[src/rtl/mem_lsu_stage_pkg.sv]
`default_nettype none
// ============================================================================
// Module   : mem_lsu_stage_pkg
// Brief    : Shared types, funct3 size codes and lane helpers for the MEM stage.
// Revision : 1.0 - initial release
// ============================================================================
package mem_lsu_stage_pkg;

    typedef enum logic [0:0] {
        LSU_IDLE   = 1'b0,
        LSU_ACCESS = 1'b1
    } lsu_state_e;

    localparam logic [2:0] F3_B  = 3'b000;
    localparam logic [2:0] F3_H  = 3'b001;
    localparam logic [2:0] F3_W  = 3'b010;
    localparam logic [2:0] F3_D  = 3'b011;
    localparam logic [2:0] F3_BU = 3'b100;
    localparam logic [2:0] F3_HU = 3'b101;
    localparam logic [2:0] F3_WU = 3'b110;

    localparam int WAIT_CNT_W = 8;

    // Number of address bits selecting a byte lane within one data word.
    function automatic int lane_bits(input int xlen);
        return (xlen == 64) ? 3 : 2;
    endfunction

    // The low two funct3 bits encode log2 of the access size for every code.
    function automatic logic [1:0] f3_size_log2(input logic [2:0] f3);
        return f3[1:0];
    endfunction

    function automatic logic f3_is_unsigned(input logic [2:0] f3);
        return f3[2];
    endfunction

    function automatic logic f3_supported(input logic [2:0] f3, input int xlen);
        case (f3)
            F3_B, F3_H, F3_W, F3_BU, F3_HU: return 1'b1;
            F3_D, F3_WU:                    return (xlen == 64);
            default:                        return 1'b0;
        endcase
    endfunction

endpackage
`default_nettype wire

[src/rtl/mem_lsu_stage_if.sv]
`default_nettype none
// ============================================================================
// Module   : mem_lsu_stage_if
// Brief    : Data-memory req/ack port between the MEM stage and memory.
// Revision : 1.0 - initial release
// ============================================================================
interface mem_lsu_stage_if #(
    parameter int XLEN   = 32,
    parameter int ADDR_W = 32
) ();
    logic                req;
    logic                we;
    logic [XLEN/8-1:0]   be;
    logic [ADDR_W-1:0]   addr;
    logic [XLEN-1:0]     wdata;
    logic                ack;
    logic [XLEN-1:0]     rdata;

    modport master (
        output req, we, be, addr, wdata,
        input  ack, rdata
    );

    modport slave (
        input  req, we, be, addr, wdata,
        output ack, rdata
    );
endinterface
`default_nettype wire

[src/rtl/mem_lsu_stage_align.sv]
`default_nettype none
// ============================================================================
// Module   : mem_lsu_align
// Brief    : Combinational byte-enable/store-lane shift and load extract/extend.
// Revision : 1.0 - initial release
// ============================================================================
module mem_lsu_align
    import mem_lsu_stage_pkg::*;
#(
    parameter  int XLEN      = 32,
    localparam int LANE_BITS = lane_bits(XLEN),
    localparam int BE_W      = XLEN / 8
) (
    input  logic [2:0]           funct3,
    input  logic [LANE_BITS-1:0] offset,
    input  logic [XLEN-1:0]      store_data,
    input  logic [XLEN-1:0]      rdata,
    output logic [BE_W-1:0]      be,
    output logic [XLEN-1:0]      lane_wdata,
    output logic [XLEN-1:0]      load_data,
    output logic                 misaligned
);

    logic [1:0]           size_log2;
    logic [BE_W-1:0]      size_mask;
    logic [LANE_BITS-1:0] align_mask;
    logic [XLEN-1:0]      keep_mask;
    logic [XLEN-1:0]      lane;
    logic                 sign_bit;
    logic                 fill;

    always_comb begin
        size_log2 = f3_size_log2(funct3);
        lane      = rdata >> {offset, 3'b000};
        case (size_log2)
            2'd0: begin
                size_mask  = BE_W'(8'h01);
                align_mask = LANE_BITS'(3'd0);
                keep_mask  = XLEN'(64'h0000_0000_0000_00FF);
                sign_bit   = lane[7];
            end
            2'd1: begin
                size_mask  = BE_W'(8'h03);
                align_mask = LANE_BITS'(3'd1);
                keep_mask  = XLEN'(64'h0000_0000_0000_FFFF);
                sign_bit   = lane[15];
            end
            2'd2: begin
                size_mask  = BE_W'(8'h0F);
                align_mask = LANE_BITS'(3'd3);
                keep_mask  = XLEN'(64'h0000_0000_FFFF_FFFF);
                sign_bit   = lane[31];
            end
            default: begin
                size_mask  = BE_W'(8'hFF);
                align_mask = LANE_BITS'(3'd7);
                keep_mask  = '1;
                sign_bit   = lane[XLEN-1];
            end
        endcase

        fill       = sign_bit & ~f3_is_unsigned(funct3);
        load_data  = (lane & keep_mask) | ({XLEN{fill}} & ~keep_mask);
        be         = size_mask << offset;
        lane_wdata = store_data << {offset, 3'b000};
        // Unsupported size codes are reported through the misalign path.
        misaligned = !f3_supported(funct3, XLEN) || ((offset & align_mask) != '0);
    end

endmodule
`default_nettype wire

[src/rtl/mem_lsu_stage.sv]
`default_nettype none
// ============================================================================
// Module   : mem_lsu_stage
// Brief    : MEM pipeline stage: req/ack data-memory access with wait states,
//            misalign and timeout detection, registered write-back outputs.
// Revision : 1.0 - initial release
// ============================================================================
module mem_lsu_stage
    import mem_lsu_stage_pkg::*;
#(
    parameter int XLEN     = 32,
    parameter int ADDR_W   = 32,
    parameter int MAX_WAIT = 15
) (
    input  logic              clk,
    input  logic              arst_n,

    input  logic              in_valid,
    output logic              in_ready,
    input  logic              is_load,
    input  logic              is_store,
    input  logic [2:0]        funct3,
    input  logic [ADDR_W-1:0] addr,
    input  logic [XLEN-1:0]   wdata,
    input  logic              rd_we,
    input  logic [4:0]        rd_addr,

    mem_lsu_stage_if.master   dmem,

    output logic              wb_valid,
    output logic              wb_we,
    output logic [4:0]        wb_addr,
    output logic [XLEN-1:0]   wb_data,
    output logic              exc_misalign,
    output logic              exc_timeout
);

    localparam int                    LANE_BITS = lane_bits(XLEN);
    localparam int                    BE_W      = XLEN / 8;
    localparam logic [WAIT_CNT_W-1:0] WAIT_LAST = WAIT_CNT_W'(MAX_WAIT - 1);

    lsu_state_e             state;
    logic [WAIT_CNT_W-1:0]  wait_cnt;

    logic                   dmem_req;
    logic                   dmem_we;
    logic [BE_W-1:0]        dmem_be;
    logic [ADDR_W-1:0]      dmem_addr;
    logic [XLEN-1:0]        dmem_wdata;

    logic [2:0]             funct3_q;
    logic [LANE_BITS-1:0]   offset_q;
    logic                   rd_we_q;

    logic [2:0]             sel_funct3;
    logic [LANE_BITS-1:0]   sel_offset;
    logic [BE_W-1:0]        be;
    logic [XLEN-1:0]        lane_wdata;
    logic [XLEN-1:0]        load_data;
    logic                   misaligned;
    logic                   is_mem;
    logic [XLEN-1:0]        addr_data;
    logic [ADDR_W-1:0]      word_addr;

    assign is_mem    = is_load | is_store;
    assign addr_data = XLEN'(addr);
    assign word_addr = {addr[ADDR_W-1:LANE_BITS], LANE_BITS'(0)};

    // One align unit serves both phases: incoming op in IDLE, latched op in ACCESS.
    assign sel_funct3 = (state == LSU_ACCESS) ? funct3_q : funct3;
    assign sel_offset = (state == LSU_ACCESS) ? offset_q : addr[LANE_BITS-1:0];

    mem_lsu_align #(
        .XLEN (XLEN)
    ) u_align (
        .funct3     (sel_funct3),
        .offset     (sel_offset),
        .store_data (wdata),
        .rdata      (dmem.rdata),
        .be         (be),
        .lane_wdata (lane_wdata),
        .load_data  (load_data),
        .misaligned (misaligned)
    );

    assign dmem.req   = dmem_req;
    assign dmem.we    = dmem_we;
    assign dmem.be    = dmem_be;
    assign dmem.addr  = dmem_addr;
    assign dmem.wdata = dmem_wdata;

    always_ff @(posedge clk) begin
        if (!arst_n) begin
            state        <= LSU_IDLE;
            wait_cnt     <= '0;
            in_ready     <= 1'b1;
            dmem_req     <= 1'b0;
            dmem_we      <= 1'b0;
            dmem_be      <= '0;
            dmem_addr    <= '0;
            dmem_wdata   <= '0;
            funct3_q     <= '0;
            offset_q     <= '0;
            rd_we_q      <= 1'b0;
            wb_valid     <= 1'b0;
            wb_we        <= 1'b0;
            wb_addr      <= '0;
            wb_data      <= '0;
            exc_misalign <= 1'b0;
            exc_timeout  <= 1'b0;
        end else begin
            wb_valid     <= 1'b0;
            wb_we        <= 1'b0;
            exc_misalign <= 1'b0;
            exc_timeout  <= 1'b0;

            case (state)
                LSU_IDLE: begin
                    if (in_valid) begin
                        wb_addr <= rd_addr;
                        wb_data <= addr_data;
                        if (!is_mem) begin
                            wb_valid <= 1'b1;
                            wb_we    <= rd_we && (rd_addr != 5'd0);
                        end else if (misaligned) begin
                            wb_valid     <= 1'b1;
                            exc_misalign <= 1'b1;
                        end else begin
                            state      <= LSU_ACCESS;
                            in_ready   <= 1'b0;
                            wait_cnt   <= '0;
                            dmem_req   <= 1'b1;
                            dmem_we    <= is_store;
                            dmem_be    <= be;
                            dmem_addr  <= word_addr;
                            dmem_wdata <= lane_wdata;
                            funct3_q   <= funct3;
                            offset_q   <= addr[LANE_BITS-1:0];
                            rd_we_q    <= rd_we;
                        end
                    end
                end

                LSU_ACCESS: begin
                    // Ack takes priority over the final wait cycle.
                    if (dmem.ack) begin
                        state    <= LSU_IDLE;
                        in_ready <= 1'b1;
                        dmem_req <= 1'b0;
                        wb_valid <= 1'b1;
                        if (!dmem_we) begin
                            wb_we   <= rd_we_q && (wb_addr != 5'd0);
                            wb_data <= load_data;
                        end
                    end else if (wait_cnt == WAIT_LAST) begin
                        state       <= LSU_IDLE;
                        in_ready    <= 1'b1;
                        dmem_req    <= 1'b0;
                        wb_valid    <= 1'b1;
                        exc_timeout <= 1'b1;
                    end else begin
                        wait_cnt <= wait_cnt + WAIT_CNT_W'(1);
                    end
                end

                default: state <= LSU_IDLE;
            endcase
        end
    end

endmodule
`default_nettype wire

[src/flat_wrapper.sv]
// flat-port wrapper written by rule: the top's interface ports become plain ports
module mem_lsu_stage_flat import mem_lsu_stage_pkg::*;
#(
    parameter int XLEN     = 32,
    parameter int ADDR_W   = 32,
    parameter int MAX_WAIT = 15
)
  (clk, arst_n, in_valid, in_ready, is_load, is_store, funct3, addr, wdata, rd_we, rd_addr, wb_valid, wb_we, wb_addr, wb_data, exc_misalign, exc_timeout, dmem_req, dmem_we, dmem_be, dmem_addr, dmem_wdata, dmem_ack, dmem_rdata);
  mem_lsu_stage_if #(.XLEN(XLEN), .ADDR_W(ADDR_W)) dmem_i ();
  input  logic clk;
  input  logic arst_n;
  input  logic in_valid;
  output logic in_ready;
  input  logic is_load;
  input  logic is_store;
  input  logic [2:0] funct3;
  input  logic [ADDR_W-1:0] addr;
  input  logic [XLEN-1:0] wdata;
  input  logic rd_we;
  input  logic [4:0] rd_addr;
  output logic wb_valid;
  output logic wb_we;
  output logic [4:0] wb_addr;
  output logic [XLEN-1:0] wb_data;
  output logic exc_misalign;
  output logic exc_timeout;
  output wire logic [$bits(dmem_i.req)-1:0] dmem_req;
  output wire logic [$bits(dmem_i.we)-1:0] dmem_we;
  output wire logic [$bits(dmem_i.be)-1:0] dmem_be;
  output wire logic [$bits(dmem_i.addr)-1:0] dmem_addr;
  output wire logic [$bits(dmem_i.wdata)-1:0] dmem_wdata;
  input wire logic [$bits(dmem_i.ack)-1:0] dmem_ack;
  input wire logic [$bits(dmem_i.rdata)-1:0] dmem_rdata;
  assign dmem_req = dmem_i.req;
  assign dmem_we = dmem_i.we;
  assign dmem_be = dmem_i.be;
  assign dmem_addr = dmem_i.addr;
  assign dmem_wdata = dmem_i.wdata;
  assign dmem_i.ack = dmem_ack;
  assign dmem_i.rdata = dmem_rdata;
  mem_lsu_stage #(.XLEN(XLEN), .ADDR_W(ADDR_W), .MAX_WAIT(MAX_WAIT)) u_core (.clk(clk), .arst_n(arst_n), .in_valid(in_valid), .in_ready(in_ready), .is_load(is_load), .is_store(is_store), .funct3(funct3), .addr(addr), .wdata(wdata), .rd_we(rd_we), .rd_addr(rd_addr), .dmem(dmem_i), .wb_valid(wb_valid), .wb_we(wb_we), .wb_addr(wb_addr), .wb_data(wb_data), .exc_misalign(exc_misalign), .exc_timeout(exc_timeout));
endmodule
[config.mk]
export PLATFORM = sky130hd
export DESIGN_NAME = mem_lsu_stage_flat
export DESIGN_NICKNAME = d
export VERILOG_FILES = /design/src/rtl/mem_lsu_stage_pkg.sv /design/src/rtl/mem_lsu_stage_if.sv /design/src/rtl/mem_lsu_stage_align.sv /design/src/rtl/mem_lsu_stage.sv /design/src/flat_wrapper.sv
export SDC_FILE = /design/constraint.sdc
export NUM_CORES = 1
export LEC_CHECK = 0
export CORE_MARGIN = 5
export CORE_UTILIZATION = 37
export CTS_CLUSTER_SIZE = 14
export DETAILED_ROUTE_END_ITERATION = 12
export HOLD_SLACK_MARGIN = 0.12
export PLACE_DENSITY = 0.69
export SLEW_MARGIN = 20
export SYNTH_ARGS = -nofsm -noshare
export SYNTH_HDL_FRONTEND = slang
export SYNTH_SLANG_ARGS = --single-unit
export TNS_END_PERCENT = 30
[constraint.sdc]
create_clock -name clk -period 3.26 [get_ports clk]
set_input_delay 0.326 -clock clk [delete_from_list [all_inputs] [get_ports clk]]
set_output_delay 0.326 -clock clk [all_outputs]
set_load 0.01 [all_outputs]
==> key figures <==
Power
  – Total power: roughly 4400 uW
  – Pwr dens: 504 nW/um2
  – Peak supply drop: roughly 390 uV
  – LEAKAGE: approximately 0.0033 uW

Clocking
  – Gates resized, CTS repair: 0
  – Htree depth: 4
  – Clock sinks: around 130
  – Number of buffers created by CTS: 17
  – Post-CTS Setup Repair Bufs: 0
  – CTS tree: built
  – Skew-Pair Late Insertion Delay: roughly 0.41 ns
  – CTS Root Cell: clkbuf_16
  – Hold Buf Count CTS: 0
  – CTS Buffer Depth: 2
  – Clock Pin Slew Worst Setup and Hold Paths: approximately 0.05 ns

Place
  – IO buf count: 220
  – Final RePlAce weighted congestion: between 0.9 and 1
  – Cells after DPL: 1111
  – DPL Wire Length: around 16 mm
  – Post-place setup slack: roughly 0.42 ns

Final layout
  – Inserted Diodes: 0
  – Layout cells sized above 1: 0.0984
  – # nets final: about 1000
  – P&R area growth vs syn: 49.6%
  – Fin cells: between 1000 and 1500

Global route
  – Total GRT Usage: 0.228
  – Initial antenna violation count: 0
  – Vias in the first global route: between 5000 and 6000
  – Largest net degree at the start of global routing: 49
  – First-pass GRT wire length: between 30 and 40 mm
  – Global route total overflow: 0

Setup path
  – Startpoint class of the critical path: flop
  – Critical path fanouts, max: 23
  – Largest stage delay, worst path: around 0.63 ns
  – Worst-path cell chain: mux2_2, o31a_1, o22ai_2, and2_2, buf_4, nand2_1, a21oi_1
  – CP bufs+invs: 1
  – Worst endpoint required time: roughly 3.6 ns
  – Worst reg2reg setup slack: approximately 0.52 ns
  – Crit path kind: flop to flop
  – Worst Path Arrival: between 3 and 4 ns
  – Worst Setup End Kind: flop
  – Worst path slowest cell: dfxtp_2
  – CP top delay family: compound AO/OA/AOI/OAI gates

Detailed routing
  – DRT antenna net count: 0
  – Via-per-instance ratio: 5.33
  – Drt first pass iters: 5
  – DRC: 0
  – DR vias: 6083
  – 1st-iter DRT viols: 446
  – Wire length per cell: about 19 um
  – Routed WL: between 20 and 25 mm

Timing
  – Setup Skew: 0.00789 ns
  – Setup violators final: 0
  – Clock period minus worst slack: approximately 2.7 ns
  – Worst slew pin tran: 0.702 ns
  – Fmax: roughly 370 MHz
  – Hold slack: between 0.4 and 0.5 ns
  – PnR worst setup slack: 0.522 ns
  – Slew Viols, Final: 0
  – RSZ-0062 raised after global routing: no
  – Slew margin rel.: 0.531
  – Setup TNS: 0 ns
  – Fin crit share: 0.840
  – Final Hold Fails: 0

Logic synthesis
  – Ys flop type: dfxtp_1
  – Netlist Area Pre-Place: around 6000 um2
  – Synth Instances: around 710
  – Average instance area after synthesis: ~8.3 um2
  – Number of synthesized flops with an enable pin: 0
  – Synth cell types: 64
  – Async S/R FF share, synth: 0
  – Yosys warns: 0
  – Synth Register Bits: between 100 and 150
  – Seq/Total Area, Yosys: 0.425

Floorplan
  – Row count: 46
  – IO Pins: 223
  – Core Box Area: 15800 um2
  – Die Ht: about 140 um
  – Die footprint: about 19000 um2
  – Effective utilization at floorplan: 0.373
  – Die width: between 100 and 150 um

Run status
  – Outcome: finished clean

Run
  – Max-cap check violation count: 0

Worst hold path
  – Hold/Removal Path Class: flop to flop
[per-layer routing]
layer  track usage  part of all wire
met5             0                 0
met4        0.0857             0.027
met3        0.0762             0.098
met2         0.365              0.46
met1         0.285              0.42
[layout make-up]
type,instances,area [um2]
clock buffer,22,474
clock inverter,8,67.6
fill,1510,6970
inverter,11,41.3
multi-input combinational,520,3100
sequential,125,2500
tap,216,270
timing repair buffer,239,2340
[state kept, by name, summed over array words and instances (netlist names)]
register             count
u_core.dmem.addr        30
u_core.dmem.be           4
u_core.dmem.req          1
u_core.dmem.wdata       32
u_core.dmem.we           1
u_core.exc_misalign      1
u_core.exc_timeout       1
u_core.funct3_q          3
u_core.in_ready          1
u_core.offset_q          2
u_core.rd_we_q           1
u_core.state             1
u_core.wait_cnt          8
u_core.wb_addr           5
u_core.wb_data          32
u_core.wb_valid          1
u_core.wb_we             1
[kinds of logic (layout without fill, tap and decap cells)]
family / Yosys count / count (layout) / synth area share
AO/OA/AOI/OAI: 178 / 178 / 0.219
XOR/XNOR: 6 / 6 / 0.00893
adder cells (fa/ha/maj): 2 / 2 / 0.00425
buffers and inverters: 65 / 280 / 0.0534
flip-flops: 125 / 125 / 0.425
multiplexers: 44 / 44 / 0.0772
other: 1 / 2 / 0.000637
AND/OR/NAND/NOR: 288 / 288 / 0.212
[cell usage in the layout (no fill, tap or decap), types with 3 or more instances in the layout]
cell type,instances
nor2b_1,10
a221oi_2,8
a31oi_1,3
clkdlybuf4s50_1,220
mux2_2,4
nand3_1,26
clkbuf_8,3
o2bb2ai_1,15
clkinv_2,6
clkbuf_16,17
nand4_1,3
nor2_1,41
o221a_2,8
o21ai_0,22
xor2_1,5
buf_4,19
nor3_1,14
mux2i_1,36
a22o_1,8
dfxtp_1,124
o22ai_1,8
a311oi_1,12
nand2_1,172
a21oi_1,62
a31o_2,5
a211oi_1,10
inv_1,10
[through the flow]
stage / area (um2) / utilization
4_1_cts: 8800 / 0.558
5_1_grt: 8800 / 0.558
3_3_place_gp: 8260 / 0.524
2_1_floorplan: 5890 / -
6_report: 8800 / 0.558
3_5_place_dp: 8260 / 0.524
[power breakdown]
group	total (uW)	internal (uW)	switching [uW]
Sequential	1710	1640	70.8
Clock	1750	1090	658
Combinational	978	478	500
Total	4430	3200	1230
[cells in the mapped netlist, types with 11 or more instances]
library cell | instances | share of area
nand3_1 | 26 | 0.022
o2bb2ai_1 | 15 | 0.022
o21ai_0 | 22 | 0.019
inv_1 | 11 | 0.0070
buf_2 | 11 | 0.0094
clkbuf_1 | 31 | 0.020
a311oi_1 | 12 | 0.018
nand2_1 | 173 | 0.11
dfxtp_1 | 125 | 0.43
mux2i_1 | 37 | 0.063
nor2_1 | 42 | 0.027
a21oi_1 | 62 | 0.053
nor3_1 | 14 | 0.012
[worst paths after layout]
path	start	endpoint	depth (start not counted)
max	u_core.state	u_core.dmem.addr[31]	7
min	u_core.dmem.addr[22]	u_core.dmem.addr[22]	2
max reg2reg	u_core.state	u_core.dmem.addr[31]	7
min reg2reg	u_core.dmem.addr[22]	u_core.dmem.addr[22]	2
[worst reg2reg max path, delay by kind of cell, from the launching register on]
family / cells / cell delay [ns]
AOI/OAI and AO/OA: 3 / 0.70
buffers and inverters: 1 / 0.33
DFF: 1 / 0.63
muxes: 1 / 0.48
and+or+nand+nor: 2 / 0.53
Power figures use the tool's default switching activity.
